### config.mk
export PLATFORM = sky130hd
export DESIGN_NAME = alu_mul_sequencer
export DESIGN_NICKNAME = d
export VERILOG_FILES = /design/src/rtl/alu_mul_sequencer_pkg.sv /design/src/rtl/alu_mul_sequencer.sv
export SDC_FILE = /design/constraint.sdc
export NUM_CORES = 1
export LEC_CHECK = 0
export BUFFER_PORTS_ARGS = -buffer_cell sky130_fd_sc_hd__buf_4
export CORE_AREA = 2 2 139 141
export DETAILED_ROUTE_END_ITERATION = 8
export DIE_AREA = 0 0 141 143
export GPL_ROUTABILITY_DRIVEN = 0
export GPL_TIMING_DRIVEN = 0
export HOLD_SLACK_MARGIN = 0.08
export PLACE_DENSITY = 0.63
export SYNTH_ARGS = -nofsm -noshare
export SYNTH_HDL_FRONTEND = slang
export SYNTH_SLANG_ARGS = --single-unit
### constraint.sdc
create_clock -name clk -period 1.63 [get_ports clk]
set_input_delay 0.326 -clock clk [delete_from_list [all_inputs] [get_ports clk]]
set_output_delay 0.326 -clock clk [all_outputs]
set_load 0.005 [all_outputs]
### src/rtl/alu_mul_sequencer_pkg.sv
// Shared constants for the shift-add multiply sequencer.
// ALU operation codes and the datapath width used by the sequencer.
package alu_mul_sequencer_pkg;

   localparam int RV_XLEN  = 32;
   localparam int ALU_OP_W = 4;

   localparam logic [ALU_OP_W-1:0] ALU_ADD    = 4'h0;
   localparam logic [ALU_OP_W-1:0] ALU_LSL    = 4'h5;
   localparam logic [ALU_OP_W-1:0] ALU_PASS_1 = 4'hF;

endpackage

### src/rtl/alu_mul_sequencer.sv
// Multi-cycle RV32M MUL (low bits) built by sequencing an external alu
// through an add / shift-left loop over the multiplier bits.
module alu_mul_sequencer
   import alu_mul_sequencer_pkg::*;
#(
   parameter int XLEN = RV_XLEN,
   parameter int OP_W = ALU_OP_W
) (
   input  logic            clk,
   input  logic            rst,
   input  logic            start,
   input  logic [XLEN-1:0] in_a,
   input  logic [XLEN-1:0] in_b,
   output logic            busy,
   output logic            done,
   output logic [XLEN-1:0] result,
   output logic [XLEN-1:0] alu_in_0,
   output logic [XLEN-1:0] alu_in_1,
   output logic [OP_W-1:0] alu_operation,
   input  logic [XLEN-1:0] alu_out
);

   localparam int CW = $clog2(XLEN);

   typedef enum logic [1:0] {
      S_IDLE,
      S_ADD,
      S_SHIFT,
      S_DONE
   } state_t;

   state_t          r_state;
   logic [XLEN-1:0] r_acc;
   logic [XLEN-1:0] r_mcand;
   logic [XLEN-1:0] r_mplier;
   logic [CW-1:0]   r_count;
   logic [XLEN-1:0] r_result;
   logic            r_busy;
   logic            r_done;
   logic [XLEN-1:0] w_mplier_sh;
   logic            w_last;

   assign w_mplier_sh = r_mplier >> 1;
   // Stop early once no multiplier bits remain, or after the final bit.
   assign w_last      = (w_mplier_sh == '0) ||
                        (r_count == CW'(XLEN - 1));

   always_ff @(posedge clk) begin
      if (rst) begin
         r_state  <= S_IDLE;
         r_acc    <= '0;
         r_mcand  <= '0;
         r_mplier <= '0;
         r_count  <= '0;
         r_result <= '0;
         r_busy   <= 1'b0;
         r_done   <= 1'b0;
      end else begin
         unique case (r_state)
            S_IDLE: begin
               r_done <= 1'b0;
               if (start) begin
                  r_mcand  <= in_a;
                  r_mplier <= in_b;
                  r_acc    <= '0;
                  r_count  <= '0;
                  r_busy   <= 1'b1;
                  r_state  <= S_ADD;
               end
            end
            S_ADD: begin
               if (r_mplier[0])
                  r_acc <= alu_out;
               r_state <= S_SHIFT;
            end
            S_SHIFT: begin
               r_mcand  <= alu_out;
               r_mplier <= w_mplier_sh;
               r_count  <= r_count + 1'b1;
               if (w_last) begin
                  r_result <= r_acc;
                  r_busy   <= 1'b0;
                  r_done   <= 1'b1;
                  r_state  <= S_DONE;
               end else begin
                  r_state <= S_ADD;
               end
            end
            S_DONE: begin
               r_done  <= 1'b0;
               r_state <= S_IDLE;
            end
            default: r_state <= S_IDLE;
         endcase
      end
   end

   always_comb begin
      alu_operation = OP_W'(ALU_PASS_1);
      alu_in_0      = '0;
      alu_in_1      = '0;
      unique case (r_state)
         S_ADD: begin
            alu_operation = OP_W'(ALU_ADD);
            alu_in_0      = r_acc;
            alu_in_1      = r_mcand;
         end
         S_SHIFT: begin
            alu_operation = OP_W'(ALU_LSL);
            alu_in_0      = r_mcand;
            alu_in_1      = XLEN'(1);
         end
         default: ;
      endcase
   end

   assign busy   = r_busy;
   assign done   = r_done;
   assign result = r_result;

endmodule

=== Yosys cells after proc, flatten, opt, wreduce, memory -nomap -nowiden ===
Index checks and enable logic that the tools add are counted.

* Register bits: 137

* $add $sub $neg: 1
* Equal/unequal tests: 7
* Reduce and logical (&&, ||, !) cells: 12
* Muxes and demuxes: 20

{| class="wikitable"
|+ Operator list
! kind !! number
|-
| case mux 32 bit (2 select lines) || 5
|-
| two-way mux 32 bit || 4
|-
| logical NOT 32 bit || 1
|-
| case mux 5 bit (2 select lines) || 1
|-
| case mux 2 bit (4 select lines) || 1
|-
| case mux 4 bit (2 select lines) || 1
|-
| inequality test 2 bit, second input constant || 3
|-
| AND reduction 2 bit || 3
|-
| AND reduction 3 bit || 2
|-
| nonzero test 2 bit || 3
|-
| adder 5 x 1 -> 5 bit, second input constant || 1
|-
| == test 5 bit, second input constant || 1
|-
| two-way mux 5 bit || 1
|-
| == test 2 bit, second input constant || 2
|-
| two-way mux 2 bit || 2
|-
| case mux 1 bit (2 select lines) || 2
|-
| two-way mux 1 bit || 3
|-
| == test 2 x 1 -> 1 bit, second input constant || 1
|-
| logical NOT 2 bit || 1
|-
| OR reduction 2 bit || 1
|-
| logical OR 1 bit || 1
|}

=== Longest topological paths before layout ===
Gate-level depths: netlist of run 1.

* Depth in word-level cells: 4
* Gate-level depth with buffers: 9
* Gate-level depth less buffers: 7

=== Worst setup path after synthesis of run 1 ===
No wires, ideal clock.

* Kind: reg2out
* Start: register r_state[0]
* End: output port alu_in_0[22]
* Stages on the path, launching flop included: 8
* Arrival time: 1.490 ns
* Slack: -0.186 ns
* Required time: 1.304 ns
* Cell sequence: dfxtp_1 > inv_1 > ha_1 > buf_2 > clkbuf_1 > buf_2 > a22oi_1 > nor2_1

* Word-level cells in the longest chain between the ends: 2
* Elaborated cells between the ends (all ways): 3
* Those cells by class: 2 x eq/ne; 1 x mux

{| class="wikitable"
|+ RTL lines
! element !! line !! text
|-
| from (decl) || alu_mul_sequencer.sv:32 || <nowiki>state_t r_state;</nowiki>
|-
| from (signal assigned) || alu_mul_sequencer.sv:50 || <nowiki>r_state <= S_IDLE;</nowiki>
|-
| from (signal assigned) || alu_mul_sequencer.sv:68 || <nowiki>r_state <= S_ADD;</nowiki>
|-
| from (signal assigned) || alu_mul_sequencer.sv:74 || <nowiki>r_state <= S_SHIFT;</nowiki>
|-
| == test 2 bit or == test 2 x 1 -> 1 bit (tied branches) || alu_mul_sequencer.sv:102 || <nowiki>unique case (r_state)</nowiki>
|-
| case mux 32 bit (2 select lines) (*) || alu_mul_sequencer.sv:102 ||
|-
| to (decl) || alu_mul_sequencer.sv:17 || <nowiki>output logic [XLEN-1:0] alu_in_0,</nowiki>
|}

Every way passes the cells marked *; elsewhere a longest branch is shown, timed or not.

=== Final worst setup path of run 1 ===
* Start: register r_state[0]
* End: output port alu_in_0[31]

The elaborated chain is that of the path after synthesis.

==> results of run 1 <==
==> timing repair <==
item | 4_1_cts | 5_1_grt
hold endpoints to repair | 0 | 0
pin swaps | 68 | 37
resized for setup | 314 | 61
setup endpoints to repair | 205 | 202
gates cloned | 14 | 5
hold buffers | 0 | 0
buffers inserted | 31 | 12
==> cells in the final DEF, fill, tap and decap left out, types with 24 or more instances in the layout <==
master     instances
a211oi_1          54
a22oi_1           24
a22oi_2           43
and2_4            32
buf_4            200
buf_6             54
clkbuf_16         35
dfxtp_1          129
mux2i_1           65
nand2b_1          35
nand4b_1          32
nor2_1           126
==> routing by layer <==
layer	track usage (%)	vias to the layer above	wire length [um]
met5	0	-	0
met4	9.11	0	643
met3	6.10	40	1940
met2	40.1	299	12500
met1	32.4	3293	10800
li1	-	3152	-
==> through the flow <==
step / setup WS [ns] / power [mW] / setup TNS, ns
after floorplan: -0.00526 / 6.43 / -0.101
after global placement: -0.727 / 7.86 / -83.89
after detailed placement: -0.742 / 7.91 / -90.39
after CTS: -0.511 / 13.4 / -40.02
after global routing: -0.567 / 14.5 / -66.98
final: -0.520 / 13.9 / -53.87
==> cell usage after synthesis <==
master	instances	share of area, %
dfxtp_1	137	43
nor2_1	137	8.0
a22oi_1	67	7.9
mux2i_1	65	10
a211oi_1	64	7.5
clkbuf_1	39	2.3
nand2b_1	35	3.4
and2_1	32	3.1
nand4b_1	32	4.4
o21ai_0	26	2.0
buf_2	23	1.8
buf_1	7	0.41
ha_1	7	1.4
nor4_1	7	0.68
o21ai_1	7	0.55
a21oi_1	6	0.47
nand2_1	6	0.35
buf_4	5	0.59
inv_1	4	0.23
nand4_1	3	0.29
and3_1	2	0.20
nor3_1	2	0.16
a2111oi_0	1	0.14
a311oi_1	1	0.14
and2_4	1	0.14
clkinv_1	1	0.059
nand3_1	1	0.078
o211ai_1	1	0.12
o21a_1	1	0.12
o21bai_1	1	0.12
o21bai_4	1	0.29
or2_2	1	0.098
==> worst max-delay path: stages, from the launching register on <==
cell	delay, ns
dfxtp_4	0.36
inv_4	0.09
ha_4	0.14
buf_6	0.11
clkbuf_16	0.17
buf_12	0.13
a22oi_2	0.06
nor2_2	0.19
buf_4	0.15
==> state kept, by name (all words and copies together), names as in the netlist <==
signal and cells:
busy 1, r_mcand 32, done 1, r_mplier 32, result 32, r_state 2, r_acc 32, r_count 5
==> cells by family after synthesis <==
kind of cell,synth area share [%]
buf+inv,5.37
fa+ha+maj,1.37
flops,42.8
mux,10.2
simple gates,20.9
compound gates,19.3
==> cell type report <==
cell class	count	area (sq um)	area share (%)
Buffer	72	827	7.72
Clock buffer	22	484	4.52
Clock inverter	8	47.5	0.444
Inverter	5	41.3	0.386
Multi-Input combinational cell	507	3880	36.3
Sequential cell	137	2760	25.8
Tap cell	234	293	2.73
Timing Repair Buffer	256	2370	22.2
==> report_power, final <==
group	switching [mW]	total [mW]	leakage, nW	internal, mW
combinational	2.85	5.92	2.87	3.07
sequential	0.532	4.43	1.12	3.90
clock	1.47	3.55	0.271	2.07
total	4.85	13.9	4.27	9.04
==> worst max-delay path by stage <==
stage | from | to | slack, ns | cells after the start
3_5_place_dp | r_state[1]$_SDFFE_PP0P_ | alu_in_0[10] | -0.74 | 7
4_1_cts | r_state[0]$_SDFFE_PP0P_ | alu_in_0[16] | -0.51 | 7
5_1_grt | r_state[0]$_SDFFE_PP0P_ | alu_in_0[16] | -0.57 | 7
2_1_floorplan | r_state[0]$_SDFFE_PP0P_ | alu_in_0[7] | -0.005 | 7
3_3_place_gp | r_state[1]$_SDFFE_PP0P_ | alu_in_0[31] | -0.73 | 7
6_report | r_state[0]$_SDFFE_PP0P_ | alu_in_0[31] | -0.52 | 8
==> results.md, run 1 <==
- The number of buffers inserted during clock tree synthesis is 17.
- The placed cell area is between 8000 and 9000 sq um.
- The total nets after synthesis is between 800 and 900.
- The portion of the post-synthesis area used by sequential elements is between 40% and 50%.
- The count of input and output buffers is about 200.
- The CTS H-tree depth is 4.
- The launch point of the worst reg-to-reg path is r_state[1]$_SDFFE_PP0P_.
- The synthesized flop and latch total is 137.
- Summed over all layers, the routed wires come to about 26000 um.
- The region available for standard cell placement spans roughly 19000 sq um.
- The peak fanout along the critical path is 6.
- The endpoint identified for the worst register-to-register timing path is r_acc[30]$_SDFFE_PP0P_.
- The floorplan step defined a die boundary enclosing approximately 20000 sq um.
- The finished layout cell area is 10700 sq um.
- The total number of vias is roughly 6800.
- During synthesis, Yosys emitted a total of 0 warnings.
- The worst setup path is of the reg -> out kind.
- The number of nets at the end of the flow is roughly 1100.
- The timing-limited maximum frequency is about 470 MHz.
- The final reports fail on setup timing.
- The worst hold path depth is 3.
- Counting every instance in the synthesized netlist gives 723.
- The final worst hold slack is ~0.14 ns.
- STA classifies the critical path startpoint as a flop.
- The worst-case headroom to the max-slew limit is a little over half.
- The flow ran to the end, but the final reports show violations.
- The count of standard-cell rows is 50.
- The slew at the pin closest to its max-slew limit is 0.702 ns.
- The final clock period utilization by the worst path is 132%.
- The floorplan step set the die width to ~140 um.
- After detailed routing, the average wire length per cell comes to between 20 and 25 um.
- The post-layout instance count excluding filler cells is roughly 1200.
- Relative to the synthesized area, the layout overhead comes to 67.2%.
- The total overflow left after global routing is 0.
- The maximum VDD drop is between 0.0009 and 0.001 V.
- The antenna cell count is 0.
- The worst path in the final design needs a cycle of 2.15 ns, including I/O delays and setup.
- The clock tree from TritonCTS is done.
- The final routed DRC violation total is 0.
- Cells with a size suffix above 1 make up 47.8% of the layout.
- The static leakage is ~4.3 nW.
- The DRC marker count from the first detailed-route iteration is 482.
- The number of hold violations in the final report is 0.
- The detailed-placement wirelength estimate is about 16000 um.
- The clock transition time at the flip-flop clock pins of the worst setup and hold paths is ~0.06 ns.
- The final antenna-violating net count is 0.
- Setup violations remaining at the end of the flow were counted as just under 200.
- Data on the critical path arrives at its endpoint at around 1.8 ns.
- The share of the core filled with cells in the final layout is approximately 58%.
- Setup repair after global routing could not meet its margin everywhere.
- The initial antenna violation count is 0.
- The fill cell total of the finished layout is about 1700.
- The clock skew after layout is 0.0112 ns.
- Entering global routing, the biggest net connects 17 pins.
- Measured along the y axis, the die boundary spans 143 um.
- The synthesized area per cell is approximately 8.9 sq um.
- The first global-routing pass estimated around 38000 um of wire.
- The first-pass detailed-route iteration total is 5.
- The min-delay analysis places its worst path in the category in -> reg.
- The root buffer cell chosen for the clock tree is clkbuf_16.
- The worst-case setup margin in the final layout is -0.520 ns.
- The clock sink total is about 140.
- Synthesis instantiated 32 different standard cells from the library.
- Counting tap cells, the placed design contains a total of between 1000 and 1500 instances.
- The worst setup slack for register-to-register paths is -0.39 ns.
- The worst hold path terminates at r_acc[20]$_SDFFE_PP0P_.
- The later pin in the worst-skew pair is clocked with a latency of 0.43 ns.
- Across the run, the number of max-cap violations was 0.
- The number of top-level design ports is approximately 200.
- The count of final max-slew check failures was 0.
- The number of vias per cell after detailed routing is between 5 and 6.
- The maximum buffer depth of the clock tree is 2.
- The initial standard-cell utilization of the core is between 30 and 40%.
- The startpoint of the worst hold path is alu_out[20].
- The data required time of the worst path is ~1.3 ns.
- Counting cells, the worst reg-to-reg path comes to 11.
- The number of global-route vias before repair is about 6600.
- The total track usage is approximately 25%.
- STA classifies the critical path endpoint as an output pin.
- The cell area power density is around 1300 nW/um^2.
- The mapped netlist covers 6400 sq um.
Power figures use the tool's default switching activity.
==> run 2, diff against run 1 <==
--- a/config.mk
+++ b/config.mk
@@ -13,6 +13,7 @@
 export GPL_TIMING_DRIVEN = 0
 export HOLD_SLACK_MARGIN = 0.08
 export PLACE_DENSITY = 0.63
+export SETUP_SLACK_MARGIN = 0.1
 export SYNTH_ARGS = -nofsm -noshare
 export SYNTH_HDL_FRONTEND = slang
 export SYNTH_SLANG_ARGS = --single-unit
==> run 2 against run 1 <==
The run still ends with setup timing left. Worst hold slack improved by 0.0012 ns. Die area unchanged. Total power increased by 29%. Clock power increased by 30%. Global-route usage increased by 1.6 points. Maximum frequency decreased by 1.0%. Sequential share of layout area decreased by 3.5 points. First-iteration DRC count decreased by 15%. Clock-buffer cell count decreased by 1. Routed wire length increased by 12%. Via count increased by 5.4%. Largest cell class unchanged.
==> results.md, run 2 (synthesis gave the netlist of run 1 again) <==
- The data required time of the worst path was 1.30 ns (about the same).
- The wire length of the first global-routing pass is 40500 um (was 38100 um).
- The launch point of the worst reg-to-reg path is r_state[0]$_SDFFE_PP0P_ (was r_state[1]$_SDFFE_PP0P_).
- The number of top-level design ports is 201 (unchanged).
- The routed length on met2 was 14400 um (was 12500 um).
- The most frequent standard cell in the layout excluding fill and tap cells is buf_4 (unchanged).
- The startpoint of the worst hold path is alu_out[16] (was alu_out[20]).
- Outcome: complete, but fails checks (unchanged).
- The count of max-cap constraint violations is 0 (unchanged).
- The worst-case setup margin in the final layout is -0.542 ns (was -0.520 ns).
- The number of endpoints failing setup at the final stage is 199 (was 198).
- The average detailed-routed wire length per instance is 22.8 um (was 20.9 um).
- The final routed DRC violation total came to 0 (unchanged).
- The number of global-route vias before repair was 7086 (was 6610).
- The peak fanout along the critical path was 6 (unchanged).
- The cell area power density is 1440 nW/um^2 (was 1300 nW/um^2).
- The worst hold path depth came to 3 (unchanged).
- The end point of the worst hold path is r_acc[16]$_SDFFE_PP0P_ (was r_acc[20]$_SDFFE_PP0P_).
- The pin count of the biggest net entering global routing is 17 (unchanged).
- The count of standard-cell rows was 50 (unchanged).
- The number of buffers inserted during clock tree synthesis was 17 (unchanged).
- The final clock period utilization by the worst path is 133% (was 132%).
- The antenna cell count came to 0 (unchanged).
- The number of vias per cell after detailed routing is 5.62 (was 5.47).
- The total track usage is 26.4% (was 24.9%).
- The total congestion overflow came to 0 (unchanged).
- The detailed-routed wire length on met3 is 2190 um (was 1940 um).
- The post-layout instance count excluding filler cells is 1272 (was 1241).
- The number of hold violations in the final report is 0 (unchanged).
- The count of final max-slew check failures is 0 (unchanged).
- The length of routed wiring on met1 is 11300 um (was 10800 um).
- The detailed-placement wirelength estimate was 16400 um (about the same).
- The clock period minus worst slack was 2.17 ns (was 2.15 ns).
- The data arrival time at the worst-slack endpoint came to 1.85 ns (was 1.82 ns).
- The initial standard-cell utilization of the core is 34.5% (unchanged).
- The fraction of layout cells with a size suffix above 1 came to 64.5% (was 47.8%).
- The critical path start-end classification is reg -> out (unchanged).
- The DRC marker count from the first detailed-route iteration was 410 (was 482).
- The CTS H-tree depth is 4 (unchanged).
- The number of nets at the end of the flow is 1131 (was 1102).
- The static leakage is 4.80 nW (was 4.27 nW).
- The core footprint was 18600 sq um (unchanged).
- The first-pass detailed-route iteration total is 4 (was 5).
- The clock skew after layout is 0.00845 ns (was 0.0112 ns).
- The number of instances in the placed design came to 1156 (unchanged).
- The slew at the pin closest to its max-slew limit is 0.801 ns (was 0.702 ns).
- The maximum buffer depth of the clock tree was 2 (unchanged).
- The total number of vias came to 7153 (was 6784).
- The die footprint is 20200 sq um (unchanged).
- The maximum VDD drop is 0.000979 V (was 0.000990 V).
- The worst-case headroom to the max-slew limit is 46.6% (was 53.2%).
- The clock transition time at the flip-flop clock pins of the worst setup and hold paths is 0.06 ns (about the same).
- Unrepaired setup endpoints after global routing: yes (unchanged).
- The number of cells on the worst reg-to-reg path is 12 (was 11).
- The worst setup slack for register-to-register paths came to -0.52 ns (was -0.39 ns).
- The worst flop-to-flop path endpoint is r_acc[19]$_SDFFE_PP0P_ (was r_acc[30]$_SDFFE_PP0P_).
- The setup TNS after final layout is -74.69 ns (was -53.87 ns).
- The final antenna-violating net count was 0 (unchanged).
- Leading cell types in the layout, fill and taps excluded: buf_4 (202), dfxtp_1 (127), mux2i_1 (65) (was buf_4 (200), dfxtp_1 (129), nor2_1 (126)).
- The clock latency of the later-clocked register in the worst-skew pair is 0.43 ns (about the same).
- The CTS root buffer is clkbuf_16 (unchanged).
- The layout overhead on the synthesized area is 94.5% (was 67.2%).
- The uppermost layer routed is met4 (unchanged).
- The die width came to 141 um (unchanged).
- The count of input and output buffers is 199 (unchanged).
- The die span in y is 143 um (unchanged).
- The clock tree from TritonCTS is done (unchanged).
- The path category of the worst min-delay check is in -> reg (unchanged).
- The timing-limited maximum frequency came to 461 MHz (was 465 MHz).
- Violated checks: setup timing (unchanged).
- The sort of element at the start of the critical path is a flop (unchanged).
- The critical path endpoint category is an output pin (unchanged).
- The initial antenna violation count is 0 (unchanged).
- The clock sink total was 137 (unchanged).
- The final wirelength is 29000 um (was 25900 um).
==> run 2: cell types whose count changed in the layout (fill, tap and decap cells not counted), moves of 7 or more <==
cell	previous run	this run
a211oi_1	54	3
a211oi_2	10	61
a22oi_1	24	4
a22oi_2	43	63
and2_1	1	14
and2_4	32	19
buf_12	9	20
buf_8	12	19
nor2_1	126	54
nor2_2	11	23
nor2_4	0	60
o21ai_1	17	1
o21ai_2	16	31
==> run 2: what timing repair did <==
item / CTS / global route
gates cloned: 23 / 7
setup buffers: 47 / 14
pin swaps: 77 / 107
hold endpoints to repair: 0 / 0
resized for setup: 408 / 221
hold buffers: 0 / 0
endpoints found under the setup margin: 205 / 205
==> run 2: area by class of cell <==
type	count	area (sq um)
clock inverter	11	214
fill	1352	6130
buffer	73	963
timing repair buffer	284	2830
multi-input combinational	507	4860
tap	234	293
sequential	137	2770
clock buffer	21	480
inverter	5	46.3
==> run 2: metrics by stage <==
step,util (%),total power [mW],hold WS (ns),worst slack (ns),area (sq um)
6_report,67.0,17.9,0.142,-0.542,12500
4_1_cts,61.5,16.2,0.136,-0.542,11400
3_5_place_dp,44.6,8.02,0.460,-0.529,8280
5_1_grt,67.0,18.5,0.140,-0.588,12500
2_1_floorplan,-,6.52,0.445,0.0985,6500
3_3_place_gp,44.6,7.95,0.453,-0.528,8280
==> run 2: worst max-delay path by stage <==
stage	startpoint	to	slack (ns)	depth (start not counted)
2_1_floorplan	r_state[0]$_SDFFE_PP0P_	alu_in_0[11]	0.1	7
3_3_place_gp	r_state[0]$_SDFFE_PP0P_	alu_in_0[31]	-0.53	6
3_5_place_dp	r_state[0]$_SDFFE_PP0P_	alu_in_0[10]	-0.53	6
4_1_cts	r_state[0]$_SDFFE_PP0P_	alu_in_0[10]	-0.54	7
5_1_grt	r_state[0]$_SDFFE_PP0P_	alu_in_0[24]	-0.59	7
6_report	r_state[0]$_SDFFE_PP0P_	alu_in_0[30]	-0.54	8
==> run 2: metal layers <==
layer	track usage, %	vias to the layer above
li1	-	3225
met1	32.3	3509
met2	45.4	342
met3	6.04	77
met4	10.4	0
met5	0	-
==> run 2: worst max-delay path, cell delays in order (launching register included) <==
cell	delay, ns
dfxtp_4	0.40
inv_6	0.05
ha_4	0.16
buf_8	0.12
clkbuf_16	0.17
buf_12	0.15
a22oi_2	0.18
nor2_4	0.06
buf_6	0.12
==> run 2: report_power, final <==
part           switching [mW]  internal, mW
Combinational            3.99          4.61
Clock                    1.58          3.03
Sequential              0.811          3.90
Total                    6.38          11.5
==> run 3, diff against run 2 <==
--- a/config.mk
+++ b/config.mk
@@ -9,7 +9,6 @@
 export CORE_AREA = 2 2 139 141
 export DETAILED_ROUTE_END_ITERATION = 8
 export DIE_AREA = 0 0 141 143
-export GPL_ROUTABILITY_DRIVEN = 0
 export GPL_TIMING_DRIVEN = 0
 export HOLD_SLACK_MARGIN = 0.08
 export PLACE_DENSITY = 0.63
==> constraint.sdc (replaced) <==
create_clock -name clk -period 1.85 [get_ports clk]
set_input_delay 0.37 -clock clk [delete_from_list [all_inputs] [get_ports clk]]
set_output_delay 0.37 -clock clk [all_outputs]
set_load 0.005 [all_outputs]
==> run 3 against run 2 <==
The run still ends with setup timing left. Clock power fell by 18%. Register-to-register slack gained 0.28 ns. Clock-buffer cell count unchanged. Utilization down 9.7 points. Design area decreased by 14%. Worst hold slack improved by 0.048 ns. Sequential share of layout area increased by 3.7 points. First-iteration DRC count is 4.4% lower. Cell count is 2.8% lower. Critical path type unchanged. Largest cell class unchanged. Highest routed layer unchanged.
==> results.md, run 3 (synthesis gave the netlist of run 1 again) <==
- Outcome: complete, but fails checks (unchanged).
- Violated checks: setup timing (unchanged).
- The share of the core filled with cells in the final layout is 57.4% (was 67.0%).
- The CTS root buffer is clkbuf_16 (unchanged).
- The DRC marker count from the first detailed-route iteration came to 392 (was 410).
- The critical path endpoint category is an output pin (unchanged).
- The final wirelength is 25400 um (was 29000 um).
- The die footprint came to 20200 sq um (unchanged).
- The cell area power density is 1210 nW/um^2 (was 1440 nW/um^2).
- Unrepaired setup endpoints after global routing: yes (unchanged).
- The count of input and output buffers is 199 (unchanged).
- The clock sink total is 137 (unchanged).
- The final clock period utilization by the worst path is 119%.
- The data required time of the worst path came to 1.48 ns (was 1.30 ns).
- Cell Chain, Critical Path: buf_6 > ha_4 > clkbuf_16 > buf_8 > clkbuf_8 > and2_4 > buf_4 (was inv_6 > ha_4 > buf_8 > clkbuf_16 > buf_12 > a22oi_2 > nor2_4 > buf_6).
- The count of standard-cell rows is 50 (unchanged).
- The slew at the pin closest to its max-slew limit is 0.762 ns (was 0.801 ns).
- The average detailed-routed wire length per instance is 20.6 um (was 22.8 um).
- The cell with the biggest individual delay on the critical path is dfxtp_4 (unchanged).
- The worst-case setup margin in the final layout came to -0.353 ns (was -0.542 ns).
- The number of hold violations in the final report is 0 (unchanged).
- The clock skew after layout came to 0.0133 ns (was 0.00845 ns).
- The fraction of layout cells with a size suffix above 1 is 48.3% (was 64.5%).
- The static leakage is 4.21 nW (was 4.80 nW).
- The final antenna-violating net count was 0 (unchanged).
- The wire length of the first global-routing pass is 36800 um (was 40500 um).
- The number of hold-repair buffers added at the cts stage is 0 (unchanged).
- The total track usage is 23.7% (was 26.4%).
- The most frequent standard cell in the layout excluding fill and tap cells is buf_4 (unchanged).
- The worst-case headroom to the max-slew limit came to 49.2% (was 46.6%).
- The worst setup slack for register-to-register paths is -0.24 ns (was -0.52 ns).
- For the finished layout, the period the worst path requires is 2.20 ns.
- The core footprint is 18600 sq um (unchanged).
- The setup TNS after final layout was -25.55 ns (was -74.69 ns).
- The clock transition time at the flip-flop clock pins of the worst setup and hold paths was 0.06 ns (about the same).
- The initial antenna violation count is 0 (unchanged).
- The number of global-route vias before repair was 6534 (was 7086).
- The number of nets at the end of the flow is 1095 (was 1131).
- The path category of the worst min-delay check was in -> reg (unchanged).
- The pin count of the biggest net entering global routing is 17 (unchanged).
- The maximum VDD drop is 0.000877 V (was 0.000979 V).
- The initial standard-cell utilization of the core came to 34.5% (unchanged).
- The critical path start-end classification is reg -> out (unchanged).
- The total number of vias is 6671 (was 7153).
- The congestion estimate from routability-driven global placement came to between 0.8 and 0.9.
- The maximum buffer depth of the clock tree was 2 (unchanged).
- The layout overhead on the synthesized area is 66.4% (was 94.5%).
- The CTS H-tree depth was 4 (unchanged).
- The total congestion overflow is 0 (unchanged).
- The clock tree from TritonCTS is done (unchanged).
- The fill cell total of the finished layout is 1603 (was 1352).
- The delay of the slowest critical-path stage is 0.35 ns (was 0.40 ns).
- The count of max-cap constraint violations came to 0 (unchanged).
- The count of final max-slew check failures came to 0 (unchanged).
- The first-pass detailed-route iteration total is 5 (was 4).
- The number of vias per cell after detailed routing is 5.40 (was 5.62).
- The number of endpoints failing setup at the final stage is 98 (was 199).
- The number of top-level design ports is 201 (unchanged).
- The die width is 141 um (unchanged).
- The clock latency of the later-clocked register in the worst-skew pair is 0.43 ns (about the same).
- Leading cell types in the layout, fill and taps excluded: buf_4 (227), dfxtp_1 (128), nor2_1 (126) (was buf_4 (202), dfxtp_1 (127), mux2i_1 (65)).
- The number of buffers inserted during clock tree synthesis is 17 (unchanged).
- The antenna cell count is 0 (unchanged).
- The detailed-placement wirelength estimate is 16400 um (about the same).
- The sort of element at the start of the critical path is a flop (unchanged).
- The final routed DRC violation total is 0 (unchanged).
- The die span in y was 143 um (unchanged).
- The data arrival time at the worst-slack endpoint came to 1.83 ns (was 1.85 ns).
- The peak fanout along the critical path is 10 (was 6).
- The overall power is 12.8 mW (was 17.9 mW).
- The timing-limited maximum frequency is 454 MHz.
[run 3: cell types whose count changed in the layout (fill, tap and decap cells not counted), moves of 25 or more]
cell,before,now
a211oi_2,61,23
a211oi_1,3,41
buf_4,202,227
nor2_4,60,0
buf_6,59,21
nor2_1,54,126
[run 3: metrics by stage]
| step | setup WS (ns) | hold WS [ns] | std cells | cell area, sq um |
|---|---|---|---|---|
| final | -0.353 | 0.191 | 1236 | 10700 |
| after global routing | -0.416 | 0.191 | 1236 | 10700 |
| after CTS | -0.361 | 0.192 | 1218 | 9780 |
| after detailed placement | -0.638 | 0.456 | 1156 | 8200 |
| after global placement | -0.678 | 0.453 | 1156 | 8200 |
| after floorplan | 0.112 | 0.445 | 723 | 6410 |
[run 3: where the power goes]
| part | total [mW] | leakage, nW | internal, mW | switching, mW |
|---|---|---|---|---|
| Combinational | 5.18 | 2.77 | 2.62 | 2.56 |
| Clock | 3.76 | 0.311 | 2.40 | 1.36 |
| Sequential | 3.90 | 1.12 | 3.43 | 0.469 |
[run 3: layer usage]
metal	global-route usage, %	share of wire, %
met4	8.32	2.1
met3	6.27	6.9
met5	0	0
met1	30.0	42
met2	39.2	49
[run 3: layout make-up]
class / instances / area, sq um / area share (%)
plain buffers: 72 / 771 / 7.23
clock buffers: 21 / 480 / 4.51
clock inverters: 11 / 166 / 1.56
inverters: 5 / 43.8 / 0.411
multi-input cells: 507 / 3990 / 37.5
flip-flops and latches: 137 / 2760 / 25.9
well taps: 234 / 293 / 2.75
repair buffers: 249 / 2150 / 20.1
[run 3: worst max-delay path: cells and delay by family (launching register included)]
kind          cells  cell delay [ns]
buf+inv           5             0.73
flops             1             0.35
simple gates      1             0.18
fa+ha+maj         1             0.16
[run 3: worst paths after layout]
kind,startpoint,endpoint,cells past startpoint
setup / recovery,r_state[0]$_SDFFE_PP0P_,alu_in_1[31],7
hold / removal,alu_out[28],r_acc[28]$_SDFFE_PP0P_,3
setup reg to reg,r_state[0]$_SDFFE_PP0P_,r_acc[20]$_SDFFE_PP0P_,11
hold reg to reg,result[28]$_SDFFE_PP0P_,result[28]$_SDFFE_PP0P_,2
[run 3: repair_timing]
item / 4_1_cts / 5_1_grt
cloned: 5 / 10
pin swaps: 40 / 57
endpoints found under the setup margin: 203 / 205
buffers inserted: 26 / 11
resized for setup: 185 / 168
